### config.mk
export PLATFORM = sky130hd
export DESIGN_NAME = seg_decoder
export DESIGN_NICKNAME = d
export VERILOG_FILES = /design/src/rtl/seg_decoder.sv
export SDC_FILE = /design/constraint.sdc
export NUM_CORES = 1
export LEC_CHECK = 0
export CAP_MARGIN = 30
export CORE_AREA = 2 2 63 65
export DETAILED_ROUTE_END_ITERATION = 10
export DIE_AREA = 0 0 65 67
export PLACE_DENSITY_LB_ADDON = 0.08
export SLEW_MARGIN = 20
export SYNTH_ARGS = -nofsm -noshare
export SYNTH_HDL_FRONTEND = slang
export SYNTH_SLANG_ARGS = --single-unit
### constraint.sdc
create_clock -name clk -period 1.95 [get_ports clk]
set_input_delay 0.39 -clock clk [delete_from_list [all_inputs] [get_ports clk]]
set_output_delay 0.39 -clock clk [all_outputs]
set_load 0.005 [all_outputs]
### src/rtl/seg_decoder.sv
// Seven-segment pattern decoder feeding a small show-ahead FIFO of {err, code} entries,
// with a saturating count of unrecognised patterns.
module seg_decoder #(
    parameter int DEPTH = 4,
    parameter int CW    = 8
) (
    input  logic                     clk,
    input  logic                     rst_n,
    input  logic [6:0]               seg_in,
    input  logic                     seg_valid,
    output logic                     seg_ready,
    output logic [2:0]               code_out,
    output logic                     code_err,
    output logic                     code_valid,
    input  logic                     code_ready,
    input  logic                     err_clr,
    output logic [CW-1:0]            err_count,
    output logic [$clog2(DEPTH):0]   fill
);

    localparam int             AW      = $clog2(DEPTH);
    localparam int             FW      = AW + 1;
    localparam logic [FW-1:0]  LP_FULL = FW'(DEPTH);

    // Returns {err, code}; bit order of seg is abcdefg with a in bit 6.
    function automatic logic [3:0] decode(input logic [6:0] seg);
        logic [3:0] r;
        case (seg)
            7'b0111110: r = 4'b0000;
            7'b0000110: r = 4'b0001;
            7'b1100111: r = 4'b0010;
            7'b1000111: r = 4'b0011;
            7'b1001111: r = 4'b0100;
            7'b0001000: r = 4'b0101;
            7'b1000000: r = 4'b0110;
            default:    r = 4'b1111;
        endcase
        return r;
    endfunction

    function automatic logic [CW-1:0] sat_inc(input logic [CW-1:0] v);
        return (&v) ? v : v + CW'(1);
    endfunction

    logic [3:0]    r_mem [DEPTH];
    logic [AW-1:0] r_wr_ptr;
    logic [AW-1:0] r_rd_ptr;
    logic [FW-1:0] r_fill;
    logic [CW-1:0] r_err_cnt;
    logic          r_rdy_en;

    logic [3:0]    w_dec;
    logic [3:0]    w_head;
    logic          w_wr;
    logic          w_rd;

    assign w_dec      = decode(seg_in);
    assign w_head     = r_mem[r_rd_ptr];
    // r_rdy_en keeps seg_ready low until the first edge after reset release.
    assign seg_ready  = r_rdy_en && (r_fill != LP_FULL);
    assign code_valid = (r_fill != '0);
    assign w_wr       = seg_valid && seg_ready;
    assign w_rd       = code_valid && code_ready;

    assign code_out   = code_valid ? w_head[2:0] : 3'b000;
    assign code_err   = code_valid ? w_head[3]   : 1'b0;
    assign err_count  = r_err_cnt;
    assign fill       = r_fill;

    always_ff @(posedge clk or negedge rst_n) begin
        if (!rst_n) begin
            r_rdy_en  <= 1'b0;
            r_wr_ptr  <= '0;
            r_rd_ptr  <= '0;
            r_fill    <= '0;
            r_err_cnt <= '0;
        end else begin
            r_rdy_en <= 1'b1;
            if (w_wr) begin
                r_wr_ptr <= r_wr_ptr + AW'(1);
            end
            if (w_rd) begin
                r_rd_ptr <= r_rd_ptr + AW'(1);
            end
            case ({w_wr, w_rd})
                2'b10:   r_fill <= r_fill + FW'(1);
                2'b01:   r_fill <= r_fill - FW'(1);
                default: r_fill <= r_fill;
            endcase
            if (err_clr) begin
                r_err_cnt <= '0;
            end else if (w_wr && w_dec[3]) begin
                r_err_cnt <= sat_inc(r_err_cnt);
            end
        end
    end

    // Storage is not reset: stale entries are unreachable once fill is cleared.
    always_ff @(posedge clk) begin
        if (w_wr) begin
            r_mem[r_wr_ptr] <= w_dec;
        end
    end

endmodule
==> results of run 1 <==
## repair_timing
item | CTS | global route
pin swaps | 14 | 13
gates resized for setup | 44 | 17
setup endpoints to repair | 32 | 30
cloned | 1 | 0
buffers inserted | 7 | 3
## power by group through the flow
stage	combinational [W]	sequential (W)	clock, W
after global placement	0.000926	0.000943	0
after detailed placement	0.000943	0.000950	0
final	0.00112	0.000930	0.000473
after CTS	0.00102	0.000933	0.000490
after global routing	0.00124	0.000947	0.000508
after floorplan	0.000500	0.000918	0
## synthesized netlist by cell type, types with 2 or more instances
library cell and n:
dfrtp_1 16, edfxtp_1 16, inv_1 11, nor2_1 8, nand2_1 7, and2_1 6
ha_1 6, and3_1 5, nand3_1 5, xnor2_1 5, xor2_1 5, a21oi_1 4
mux4_2 4, o31ai_1 4, or4_1 4, a31oi_1 2, mux2i_1 2, nand4_1 2
o21ai_0 2
## layer usage
metal,global-route usage (%),up-vias
met3,4.56,4
met1,21.5,617
met5,0,-
li1,-,637
met4,7.71,0
met2,32.1,31
## final cells by class
cell class	count	area (sq um)	area share [%]
flip-flops and latches	32	882	35.6
multi-input cells	91	871	35.1
repair buffers	63	538	21.7
clock buffers	5	68.8	2.77
well taps	48	60.1	2.42
inverters	12	47.5	1.92
clock inverters	3	13.8	0.555
## flip-flops by register name, indices dropped and copies added (netlist names)
register	flops
r_mem	16
r_rd_ptr	2
fill	3
err_count	8
r_rdy_en	1
r_wr_ptr	2
## path summary, 6_finish.rpt
kind / end / slack [ns]
min reg2reg: r_wr_ptr[0]$_DFFE_PN0P_ / 0.54
max: fill[2]$_DFFE_PN0P_ / -0.04
min in group clk: r_wr_ptr[0]$_DFFE_PN0P_ / 0.54
max reg2reg: fill[2]$_DFFE_PN0P_ / -0.04
max in group asynchronous: r_rd_ptr[0]$_DFFE_PN0P_ / 1.31
min: r_rd_ptr[1]$_DFFE_PN0P_ / 0.44
## cell usage in the layout, fill, tap and decap left out, types with 3 or more instances in the layout
cell type,instances
buf_4,31
clkdlybuf4s50_1,16
edfxtp_1,16
dfrtp_1,15
nor2_1,8
inv_1,7
nand2_1,6
buf_6,6
xnor2_1,5
and3_1,5
xor2_1,5
ha_1,5
clkbuf_8,5
inv_2,4
and2_4,4
nand3_1,4
mux4_2,4
dlygate4sd2_1,4
and2_1,3
## cells by family after synthesis
| group | synth area share (%) |
|---|---|
| fa+ha+maj | 5.68 |
| flops | 52.6 |
| compound gates | 9.78 |
| mux | 6.57 |
| xor+xnor | 5.23 |
| buf+inv | 4.03 |
| simple gates | 15.9 |
| other cells | 0.224 |
## through the flow
| stage | power, W | hold WS, ns | setup TNS (ns) | util [%] | instances |
|---|---|---|---|---|---|
| floorplan | 0.00142 | 0.0944 | 0 | - | 137 |
| CTS | 0.00244 | 0.436 | -0.236 | 66.8 | 251 |
| global route | 0.00270 | 0.448 | -0.638 | 68.8 | 254 |
| finish | 0.00253 | 0.437 | -0.0895 | 68.8 | 254 |
| global placement | 0.00187 | 0.522 | -10.59 | 61.0 | 235 |
| detailed placement | 0.00189 | 0.524 | -11.51 | 61.0 | 235 |
## worst reg2reg max path: stages (launching register included)
cell and delay [ns]:
dfrtp_1 0.40, o31a_4 0.35, and2_4 0.15, inv_4 0.05
buf_6 0.09, ha_4 0.12, inv_2 0.03, fa_2 0.33
xor2_1 0.15, nor2_1 0.12, xnor2_1 0.13
==> results.md, run 1 <==
* Tcrit/Tclk final at 102%
* Crit path launch: fill[1]$_DFFE_PN0P_
* Clock Path Buffers at 2
* Die Width at 65 microns
* # IOs at 29
* Req. time, crit path at 2.15 ns
* Sequential cell fraction of total power at 36.8%
* Routed wl met2 at 1770 microns
* Initial antenna violation count at 0
* Buffers & Inverters on Critical Path at 3
* Fillers at 293
* Clock Skews at 0.00411 ns
* Async SR Flop Fraction at 50.0%
* Setup WS post-layout at -0.0383 ns
* Largest area contributor in the netlist: edfxtp_1
* Pwr Density at 1020 nW/um^2
* Placed cell areas at 2200 sq um
* Net Switching at 0.000755 W
* First-pass GRT wire length at 5940 microns
* Number of remaining DRC errors at 0
* Mapped Area at 1680 sq um
* Gr usage total at 18.4%
* Final count of pins violating max slew at 0
* DIE HEIGHT at 67 microns
* Worst path cell trace: o31a_4 -> and2_4 -> inv_4 -> buf_6 -> ha_4 -> inv_2 -> fa_2 -> xor2_1 -> nor2_1 -> xnor2_1
* Largest net degree at the start of global routing at 17
* Reg2reg path depth at 10
* Pre-CTS setup slack at -0.492 ns
* Drt pass-1 iters at 4
* Crit-path max cell delay at 0.40 ns
* RR Startpoint: fill[1]$_DFFE_PN0P_
* Post-Route WL at 3480 microns
* Clock share of power at 18.7%
* Fin nets at 224
* Diode count at 0
* Worst EP arrival at 2.19 ns
* Uppermost routed layer: met4
* Cell area after layout at 2480 sq um
* Post-synth EDFFs at 16
* Yosys warnings at 0
* Syn_nets at 156
* Clk root buf: clkbuf_8
* Worst-path clk slew at 0.07 ns
* Die area at 4360 sq um
* Area grow syn2layout at 48.1%
* Register bit count reported by yosys at 32
* Final hold violation count at 0
* Distinct cells, synth at 42
* Number of global-route vias before repair at 1292
* Fin crit period at 1.99 ns
* Combinational share of power at 44.5%
* LEAKAGE at 1.02 nW
* Port Buffers at 28
* Sw frac at 29.9%
* Starting Density at 46.5%
* Synth Flop Type: edfxtp_1
* Vias per inst at 5.07
* Top delay family on crit path: adder cells
* Final setup vio count at 4
* Crit path depth at 10
* Synth top area share at 28.7%
* Failing checks: negative setup slack
* Cells after synthesis at 137
* WL met1 at 1530 microns
* Clock sink count at 32
* Sequential fraction of the synthesis area at 52.6%
* CP max-delay cell: dfrtp_1
* RePlAce Congestion at 0.787
* TritonCTS clock tree: done
* Worst Setup Start Kind: flip-flop
* Initial DRC count at 28
* Layout cell share with drive strength beyond 1 at 40.8%
* Grt total ovfl at 0
* CORE AREA at 3610 sq um
* Unrepaired setup endpoints after global routing: true
* Worst Setup Path Type: flip-flop to flip-flop
* Detail Route Antenna Nets at 0
* H-tree depth at 2
* Site Rows at 22
* Internal Power at 0.00177 W
* CP Max Fanout at 2
* Count of hold-fix buffers inserted at cts at 0
* Max frequency at 0.503 GHz
* Metal3 WL at 149 microns
* Synth top area cells: edfxtp_1 (29%), dfrtp_1 (24%), mux4_2 (5.4%), ha_1 (4.5%), xnor2_1 (2.6%)
* Clock Latency Late Sink at 0.27 ns
* Hold WC Path Type: input port to async pin
* Inserted Clock Buffers at 5
* Maximum vdd ir drop at 0.000402 V
* Via Count at 1289
* Placed wire-length estimate at 2450 microns
* Syn_area_per_cell at 12.2 sq um
* Post-DR wirelength/cell at 13.7 microns
* Status: finished with violations
* CP Capture Type: flip-flop
* Max Cap Viol at 0
Power figures use the tool's default switching activity.
==> run 2, diff against run 1 <==
SETUP_SLACK_MARGIN = 0.3   (was not set)
==> results.md, run 2 (synthesis results as in run 1) <==
* CORE AREA at 3610 sq um
* H-tree depth at 2
* LEAKAGE at 1.05 nW
* Worst Setup Start Kind: flip-flop
* Crit path launch: fill[0]$_DFFE_PN0P_
* Maximum vdd ir drop at 0.000449 V
* # IOs at 29
* Diode count at 0
* Clock Skews at 0.00567 ns
* Req. time, crit path at 2.15 ns
* Multi-input logic area at 888 sq um
* Clk root buf: clkbuf_8
* Site Rows at 22
* Max frequency at 0.508 GHz
* Initial DRC count at 31
* Number of global-route vias before repair at 1391
* Most frequent cells in the layout: buf_4 (26), edfxtp_1 (16), buf_6 (13)
* Largest net degree at the start of global routing at 17
* Initial antenna violation count at 0
* Vias per inst at 5.16
* Clock sink count at 32
* Clock Latency Late Sink at 0.28 ns
* Worst Setup Path Type: flip-flop to flip-flop
* Layout cell share with drive strength beyond 1 at 46.2%
* Max Cap Viol at 0
* Worst-path clk slew at 0.07 ns
* Tcrit/Tclk final at 101%
* Gr usage total at 19.0%
* Fillers at 268
* Seq. cell area at 886 sq um
* Die area at 4360 sq um
* Final hold violation count at 0
* Pwr Density at 973 nW/um^2
* Fin crit period at 1.97 ns
* Power Total at 0.00248 W
* Detail Route Antenna Nets at 0
* Worst EP arrival at 2.17 ns
* Most common cell after layout, fill and taps aside: buf_4
* TritonCTS clock tree: done
* Setup WS post-layout at -0.0168 ns
* Hold WC Path Type: input port to async pin
* Largest Register: r_mem
* Fin nets at 226
* First-pass GRT wire length at 6140 microns
* Port Buffers at 28
* Die Width at 65 microns
* Status: finished with violations
* RePlAce Congestion at 0.756
* Number of remaining DRC errors at 0
* DIE HEIGHT at 67 microns
* Failing checks: negative setup slack
* Area grow syn2layout at 52.2%
* Grt total ovfl at 0
* CP Capture Type: flip-flop
* Drt pass-1 iters at 4
* Starting Density at 46.5%
* Final Core Density at 70.7%
* Final count of pins violating max slew at 0
* Placed wire-length estimate at 2380 microns
* Clock Path Buffers at 2
* Via Count at 1322
* Max FFs per register at 16
* Inserted Clock Buffers at 5
* Post-DR wirelength/cell at 14.3 microns
* Unrepaired setup endpoints after global routing: true
* Final setup vio count at 2
* Post-Route WL at 3660 microns
* CP Max Fanout at 2
* RR Startpoint: fill[0]$_DFFE_PN0P_
run 2: final cells by class:
type	count	share of cell area, %
Multi-Input combinational cell	91	34.8
Sequential cell	32	34.7
Timing Repair Buffer	65	22.8
Clock buffer	5	2.70
Tap cell	48	2.36
Inverter	12	2.06
Clock inverter	3	0.540
run 2: power breakdown:
| part | switching (W) | leakage (nW) | internal [W] |
|---|---|---|---|
| clock network | 0.000239 | 0.0453 | 0.000242 |
| logic | 0.000411 | 0.672 | 0.000658 |
| registers | 0.000101 | 0.335 | 0.000832 |
run 2: routing by layer:
layer	up-vias	global-route usage, %	part of all wire, %
li1	642	-	-
met1	637	20.9	41
met2	31	33.5	52
met3	12	4.56	3.4
met4	0	11.2	3.4
met5	-	0	0
run 2: worst paths after layout:
| kind | slack, ns | cells past startpoint | endpoint |
|---|---|---|---|
| worst max-delay path | -0.02 | 10 | fill[2]$_DFFE_PN0P_ |
| worst min-delay path | 0.43 | 2 | r_wr_ptr[1]$_DFFE_PN0P_ |
| worst max register to register | -0.02 | 10 | fill[2]$_DFFE_PN0P_ |
| worst min register to register | 0.54 | 1 | r_wr_ptr[0]$_DFFE_PN0P_ |
| max in group asynchronous | 1.31 | 2 | err_count[0]$_DFFE_PN0P_ |
| min in group clk | 0.54 | 1 | r_wr_ptr[0]$_DFFE_PN0P_ |
run 2: timing repair:
| item | in CTS | in global routing |
|---|---|---|
| buffers inserted | 9 | 4 |
| pin swaps | 21 | 12 |
| hold buffers | 0 | 0 |
| setup endpoints to repair | 36 | 36 |
| resized for setup | 63 | 24 |
| cloned | 1 | 0 |
run 2: stage by stage:
stage / setup TNS, ns / hold WS, ns / cell area [sq um] / setup WS, ns / cells
after global routing: -0.414 / 0.457 / 2550 / -0.0943 / 256
after CTS: -0.0449 / 0.437 / 2440 / -0.0410 / 252
final: -0.0181 / 0.431 / 2550 / -0.0168 / 256
after detailed placement: -11.53 / 0.538 / 2190 / -0.516 / 234
after floorplan: 0 / 0.0944 / 1700 / 0.0160 / 137
after global placement: -10.52 / 0.520 / 2190 / -0.448 / 234
run 2: critical path, stage by stage, from the launching register on:
cell and delay (ns):
dfrtp_1 0.38, o31a_4 0.35, and2_4 0.15, inv_4 0.05, buf_6 0.09, ha_4 0.12, inv_2 0.03, fa_2 0.33
xor2_1 0.14, nor2_1 0.12, xnor2_1 0.12
